[config.mk]
export PLATFORM = sky130hd
export DESIGN_NAME = seq_monitor
export DESIGN_NICKNAME = d
export VERILOG_FILES = /design/src/rtl/seq_monitor.sv
export SDC_FILE = /design/constraint.sdc
export NUM_CORES = 1
export LEC_CHECK = 0
export ABC_CLOCK_PERIOD_IN_PS = 2800
export BUFFER_PORTS_ARGS = -buffer_cell sky130_fd_sc_hd__buf_2
export CORE_UTILIZATION = 56
export DETAILED_ROUTE_END_ITERATION = 6
export HOLD_SLACK_MARGIN = 0.08
export PLACE_DENSITY = 0.84
export SETUP_SLACK_MARGIN = 0.3
export SYNTH_ARGS = -nofsm -noshare
export SYNTH_HDL_FRONTEND = slang
export SYNTH_SLANG_ARGS = --single-unit
[constraint.sdc]
create_clock -name clk -period 2.8 [get_ports clk]
set_input_delay 0.14 -clock clk [delete_from_list [all_inputs] [get_ports clk]]
set_output_delay 0.14 -clock clk [all_outputs]
set_load 0.02 [all_outputs]
[src/rtl/seq_monitor.sv]
// seq_monitor: watches the code stream of the cyclic FSM stage, measures the
// loop period between entries into START_CODE, counts completed loops and
// flags a stream that stays on one code for STUCK_LIM consecutive samples.
module seq_monitor #(
    parameter int W          = 3,
    parameter int START_CODE = 2,
    parameter int STUCK_LIM  = 4,
    parameter int CNT_W      = 8
) (
    input  logic             clk,
    input  logic             reset,
    input  logic             in_valid,
    input  logic [W-1:0]     code,
    output logic [CNT_W-1:0] period,
    output logic             period_valid,
    output logic [CNT_W-1:0] loop_cnt,
    output logic             stuck,
    output logic [1:0]       mon_state
);

    localparam int RL_W = $clog2(STUCK_LIM + 1);
    localparam logic [W-1:0]     START   = W'(START_CODE);
    localparam logic [RL_W-1:0]  RUN_MAX = RL_W'(STUCK_LIM);
    localparam logic [CNT_W-1:0] CNT_MAX = {CNT_W{1'b1}};
    localparam logic [CNT_W-1:0] CNT_ONE = CNT_W'(1);

    typedef enum logic [1:0] {
        IDLE  = 2'b00,
        RUN   = 2'b01,
        STUCK = 2'b10
    } state_t;

    state_t           state_reg, state_next;
    logic [W-1:0]     prev_code_reg, prev_code_next;
    logic             have_prev_reg, have_prev_next;
    logic [RL_W-1:0]  run_len_reg, run_len_next;
    logic [CNT_W-1:0] per_cnt_reg, per_cnt_next;
    logic [CNT_W-1:0] period_reg, period_next;
    logic             period_valid_reg, period_valid_next;
    logic [CNT_W-1:0] loop_cnt_reg, loop_cnt_next;
    logic             is_repeat;
    logic             entry;

    // State and counter register; reset wins over any sample on the same edge.
    always_ff @(posedge clk) begin
        if (reset) begin
            state_reg        <= IDLE;
            prev_code_reg    <= '0;
            have_prev_reg    <= 1'b0;
            run_len_reg      <= '0;
            per_cnt_reg      <= '0;
            period_reg       <= '0;
            period_valid_reg <= 1'b0;
            loop_cnt_reg     <= '0;
        end else begin
            state_reg        <= state_next;
            prev_code_reg    <= prev_code_next;
            have_prev_reg    <= have_prev_next;
            run_len_reg      <= run_len_next;
            per_cnt_reg      <= per_cnt_next;
            period_reg       <= period_next;
            period_valid_reg <= period_valid_next;
            loop_cnt_reg     <= loop_cnt_next;
        end
    end

    // Next-state logic: run tracking, stuck detection, then loop measurement.
    always_comb begin
        state_next        = state_reg;
        prev_code_next    = prev_code_reg;
        have_prev_next    = have_prev_reg;
        run_len_next      = run_len_reg;
        per_cnt_next      = per_cnt_reg;
        period_next       = period_reg;
        period_valid_next = 1'b0;
        loop_cnt_next     = loop_cnt_reg;
        is_repeat         = 1'b0;
        entry             = 1'b0;

        if (in_valid) begin
            prev_code_next = code;
            have_prev_next = 1'b1;
            is_repeat      = have_prev_reg && (code == prev_code_reg);
            entry          = (code == START) && !is_repeat;

            if (!is_repeat)
                run_len_next = RL_W'(1);
            else if (run_len_reg != RUN_MAX)
                run_len_next = run_len_reg + RL_W'(1);

            if (state_reg == STUCK) begin
                // A fresh code releases the block; it is then judged as from
                // IDLE. The fresh code has run_len 1, so it cannot re-stick.
                if (!is_repeat) begin
                    state_next   = IDLE;
                    per_cnt_next = '0;
                    if (entry) begin
                        state_next   = RUN;
                        per_cnt_next = CNT_ONE;
                    end
                end
            end else if (run_len_next == RUN_MAX) begin
                state_next = STUCK;
            end else if (entry) begin
                if (state_reg == RUN) begin
                    period_next       = per_cnt_reg;
                    period_valid_next = 1'b1;
                    if (loop_cnt_reg != CNT_MAX)
                        loop_cnt_next = loop_cnt_reg + CNT_ONE;
                end
                state_next   = RUN;
                per_cnt_next = CNT_ONE;
            end else if (state_reg == RUN) begin
                if (per_cnt_reg != CNT_MAX)
                    per_cnt_next = per_cnt_reg + CNT_ONE;
            end
        end
    end

    // Outputs come straight from registers.
    always_comb begin
        period       = period_reg;
        period_valid = period_valid_reg;
        loop_cnt     = loop_cnt_reg;
        stuck        = (state_reg == STUCK);
        mon_state    = state_reg;
    end

endmodule

Yosys cells after proc, flatten, opt, wreduce, memory -nomap -nowiden --
Index checks and enable logic that the tools add are counted.
Word-level totals: flip-flop bits (word level) 34, output and inout bits 20, logic and storage cells 52
Cells by class: $add $sub $neg 3, equality and inequality tests 10, multiplexer cells 16, bitwise operators 4, reductions and logical operators 11
Operator list (number):
- $mux 8 | 6
- $add 8x1->8 const B | 2
- $ne 8x8->1 const B | 2
- $reduce_and 5->1 | 2
- $mux 3 | 3
- $reduce_bool 3->1 | 3
- $mux 2 | 4
- $reduce_and 6->1 | 1
- $reduce_or 5->1 | 1
- $ne 2x2->1 const B | 2
- $not 1->1 | 4
- $add 3x1->3 const B | 1
- $eq 3x2->1 const B | 1
- $eq 3x3->1 | 1
- $eq 3x3->1 const B | 1
- $mux 1 | 3
- $ne 3x3->1 const B | 1
- $reduce_and 3->1 | 1
- $eq 2x1->1 const B | 1
- $eq 2x2->1 const B | 1
- $logic_and 1x1->1 | 2
- $logic_not 1->1 | 1

Logic depth before layout (Yosys ltp) --
word-level depth 7, depth in mapped cells 7, gate-level depth less buffers 7

Worst setup path before layout --
No wires, ideal clock.
kind register to register, from register run_len_reg[0], to register per_cnt_reg[5], setup time 0.117 ns, arrival 1.938 ns, data required time 2.683 ns, setup slack 0.745 ns, stages on the path, launching flop included 8, buffers on the path 0, cell sequence dfxtp_1 -> inv_1 -> ha_1 -> or3b_1 -> a211o_1 -> a32oi_4 -> nor2_2 -> a32o_1
Between the ends: longest elaborated chain between the ends 7, elaborated cells on any way between the ends 8
RTL lines:
- start: declaration | RTL line 36 | logic [RL_W-1:0] run_len_reg, run_len_next;
- start signal: assignment | RTL line 59 | run_len_reg <= run_len_next;
- $add 3x1->3 or $ne 3x3->1 (tied branches) | RTL line 89, 88
- $mux 3 * | RTL line 88 | else if (run_len_reg != RUN_MAX)
- $mux 3 * | RTL line 86 | if (!is_repeat)
- $mux 3 * | RTL line 80 | if (in_valid) begin
- $eq 3x3->1 * | RTL line 102 | end else if (run_len_next == RUN_MAX) begin
- $ne 2x2->1 (no line) *
- $reduce_and 5->1 (no line) *
- end signal: assignment | RTL line 60 | per_cnt_reg <= per_cnt_next;
- end: declaration | RTL line 37 | logic [CNT_W-1:0] per_cnt_reg, per_cnt_next;
Mark *: on every way between the ends. The rest lies on a longest branch, timed or not. The select of a mux whose other input is x is not followed. A chain may end at the register's enable or synchronous reset.

Worst setup path after layout --
Ends and elaborated chain as after synthesis.

==> impl_metrics.tcl <==
set metrics [dict create \
    status "finished with violations" \
    violations "DRC" \
    hold_depth 3 \
    cts_buffer_depth 2 \
    synth_flop_cell "dfxtp_1" \
    tns_ps 0 \
    fin_util_pct 67.7 \
    overflow 0 \
    avgSynthCellArea_um2 8.91 \
    p_seq_share_pct 60.0 \
    dpl_worst_slack_ps 586 \
    path_delay_family "compound AO/OA/AOI/OAI gates" \
    switchingPower_w 0.000227 \
    drtIter0Drc 118 \
    grt_pass1_vias 1527 \
    worstSetupStartpointType "register" \
    reg2reg_to "per_cnt_reg[5]$_SDFFE_PP0P_" \
    total_leakage_power_nw 0.728 \
    syn_to_final_growth_pct 12.0 \
    synth-seq-cells 34 \
    hold_ws_ps 90.0 \
    start_util_pct 60.5 \
    final_common_cell "dfxtp_1" \
    cap_violations 0 \
    grt_max_degree 35 \
    power_density_nw_per_um2 438 \
    async_reset_ff_share_pct 0 \
    cts_tree "built" \
    antenna_found_initial 0 \
    dp_cells 244 \
    rsz0062_at_grt "false" \
    yosys_warnings 0 \
    synth_area_leader_cell "dfxtp_1" \
    clock-skew-final_ps 10.9 \
    detail_route.wl_per_cell_um 15.5 \
    wl_mm 3.88 \
    clk_pin_slew_ps 100 \
    fin_cells 251 \
    clock_sinks 34 \
    ir_worst_vdd_uv 289 \
    synth-edff-count 0 \
    layout-drive-gt1-share_pct 18.2 \
    setup_viol 0 \
    vias 1629 \
    io_pins 26 \
    root_buffer "clkbuf_4" \
    internal_power_w 0.000612 \
    clk_latency_ps 340 \
    rows 19 \
    synthCells 192 \
    mostFrequentLayoutCells "34 x dfxtp_1, 25 x buf_2, 23 x nor2_1" \
    die_area_um2 3280 \
    post_cts_buffers 0 \
    fillers 230 \
    hpwl_mm 2.75 \
    clkPwrFrac_pct 29.9 \
    diodes 0 \
    grt_pass1_wl_mm 6.51 \
    finalHoldViolations 0 \
    p_comb_share_pct 10.2 \
    die_w_um 57.3 \
    holdCritStartpoint "code[2]" \
    fmax_mhz 447 \
    drv_slew 0 \
    syn-num-nets 202 \
    synth_top_area_share_pct 39.8 \
    cts-buffers-inserted 5 \
    relSlewSlack_pct 58.3 \
    syn_area_um2 1710 \
    worstRegToRegCells 7 \
    drt-pass1-iter-count 7 \
    seq_area_frac_synth_pct 39.8 \
    cts_hold_buffers 0 \
    cp_data_required_time_ps 3040 \
    slowest_stage "dfxtp_1" \
    worstPathMaxFanout 8 \
    worst-r2r-setup-slack_ps 560 \
    end_kind "register" \
    viasPerCell 6.49 \
    worstSetupPathType "register to register" \
    cts_htree_levels 2 \
    worst_slack_ps 563 \
    whs_endpoint "prev_code_reg[2]$_SDFFE_PP0P_" \
    track_usage_pct 25.9 \
    r2r_start "run_len_reg[0]$_SDFFE_PP0P_" \
    gp_congestion 0.878 \
    critPathBufInv 1 \
    sw_frac_of_total_pct 27.0 \
    period_minus_slack_ps 2240 \
    cpPeakStageDelay_ps 410 \
    die_h_um 57.3 \
    ant_nets 0 \
    cts_resized 0 \
    ys_types 48 \
    io_buffers 25 \
    worstPathCellList "inv_1, ha_1, or3b_1, a211o_1, a32oi_4, nor2_2, a32o_1" \
    post-route-drc-count 4 \
    coreArea_um2 2830 \
    timing.final.crit_share_pct 79.9 \
    critical_path_arrival_ps 2480 \
    tightest_slew_ps 619 \
    min_path_type "input port to register" \
    synth_area_leaders "dfxtp_1 40%, mux2i_1 6.4%, nor2_1 5.0%" \
    final_nets 230 \
]
==> power by group through the flow <==
stage,Clock [W],Combinational [W],Sequential (W)
2_1_floorplan,0,0.0000591,0.000515
3_3_place_gp,0,0.0000804,0.000514
3_5_place_dp,0,0.0000833,0.000515
4_1_cts,0.000257,0.0000840,0.000503
5_1_grt,0.000283,0.0000930,0.000506
6_report,0.000251,0.0000853,0.000504
==> synth_stat cells (all sizes together) (2+ instances only) <==
cell	n
a211oi	5
a21oi	11
a311oi	2
a31oi	2
a32o	3
a41oi	3
and3	2
and4	4
buf	2
clkbuf	4
dfxtp	34
ha	4
inv	7
mux2i	11
nand2	8
nand2b	2
nand3	10
nand4	3
nor2	24
nor2b	4
nor3	6
nor4	2
o211ai	3
o21ai	8
o31ai	3
or3	3
or3b	2
xnor2	3
==> final cells by class <==
type | instances | area [um2] | share of cell area, %
inverter | 7 | 26.3 | 1.37
multi-input combinational | 145 | 982 | 51.3
clock inverter | 2 | 10.0 | 0.523
tap | 31 | 38.8 | 2.02
sequential | 34 | 681 | 35.5
timing repair buffer | 27 | 140 | 7.32
clock buffer | 5 | 37.5 | 1.96
==> worst max path at each step <==
stage,cells past startpoint,from,to
6_report,7,run_len_reg[0]$_SDFFE_PP0P_,per_cnt_reg[5]$_SDFFE_PP0P_
3_5_place_dp,7,run_len_reg[0]$_SDFFE_PP0P_,per_cnt_reg[5]$_SDFFE_PP0P_
3_3_place_gp,7,run_len_reg[0]$_SDFFE_PP0P_,per_cnt_reg[5]$_SDFFE_PP0P_
4_1_cts,7,run_len_reg[0]$_SDFFE_PP0P_,per_cnt_reg[5]$_SDFFE_PP0P_
2_1_floorplan,7,run_len_reg[0]$_SDFFE_PP0P_,per_cnt_reg[5]$_SDFFE_PP0P_
5_1_grt,7,run_len_reg[0]$_SDFFE_PP0P_,per_cnt_reg[5]$_SDFFE_PP0P_
==> kinds of logic (layout without fill, tap and decap cells) <==
logic type / after synthesis / after routing / share of synthesized area [%]
compound gates: 50 / 50 / 21.7
mux: 12 / 12 / 7.10
fa+ha+maj: 4 / 4 / 2.93
buf+inv: 13 / 41 / 3.07
simple gates: 75 / 75 / 23.3
xor+xnor: 4 / 4 / 2.05
flops: 34 / 34 / 39.8
==> stage by stage <==
step | power (W) | area [um2]
floorplan | 0.000574 | 1710
global placement | 0.000594 | 1870
detailed placement | 0.000598 | 1870
CTS | 0.000844 | 1920
global route | 0.000881 | 1920
finish | 0.000839 | 1920
==> worst reg2reg max path: stages (launching register included) <==
cell and delay, ps:
dfxtp_1 410, inv_1 80, ha_1 240, or3b_1 360
a211o_1 360, a32oi_4 360, nor2_2 90, a32o_1 240
==> per-layer routing <==
layer	vias up	global-route usage [%]	wire length, um
li1	789	-	-
met1	762	30.0	1720
met2	72	43.0	1910
met3	6	5.44	220
met4	0	17.8	33
met5	-	0	0
No activity file was read; power rests on OpenSTA's default activity.
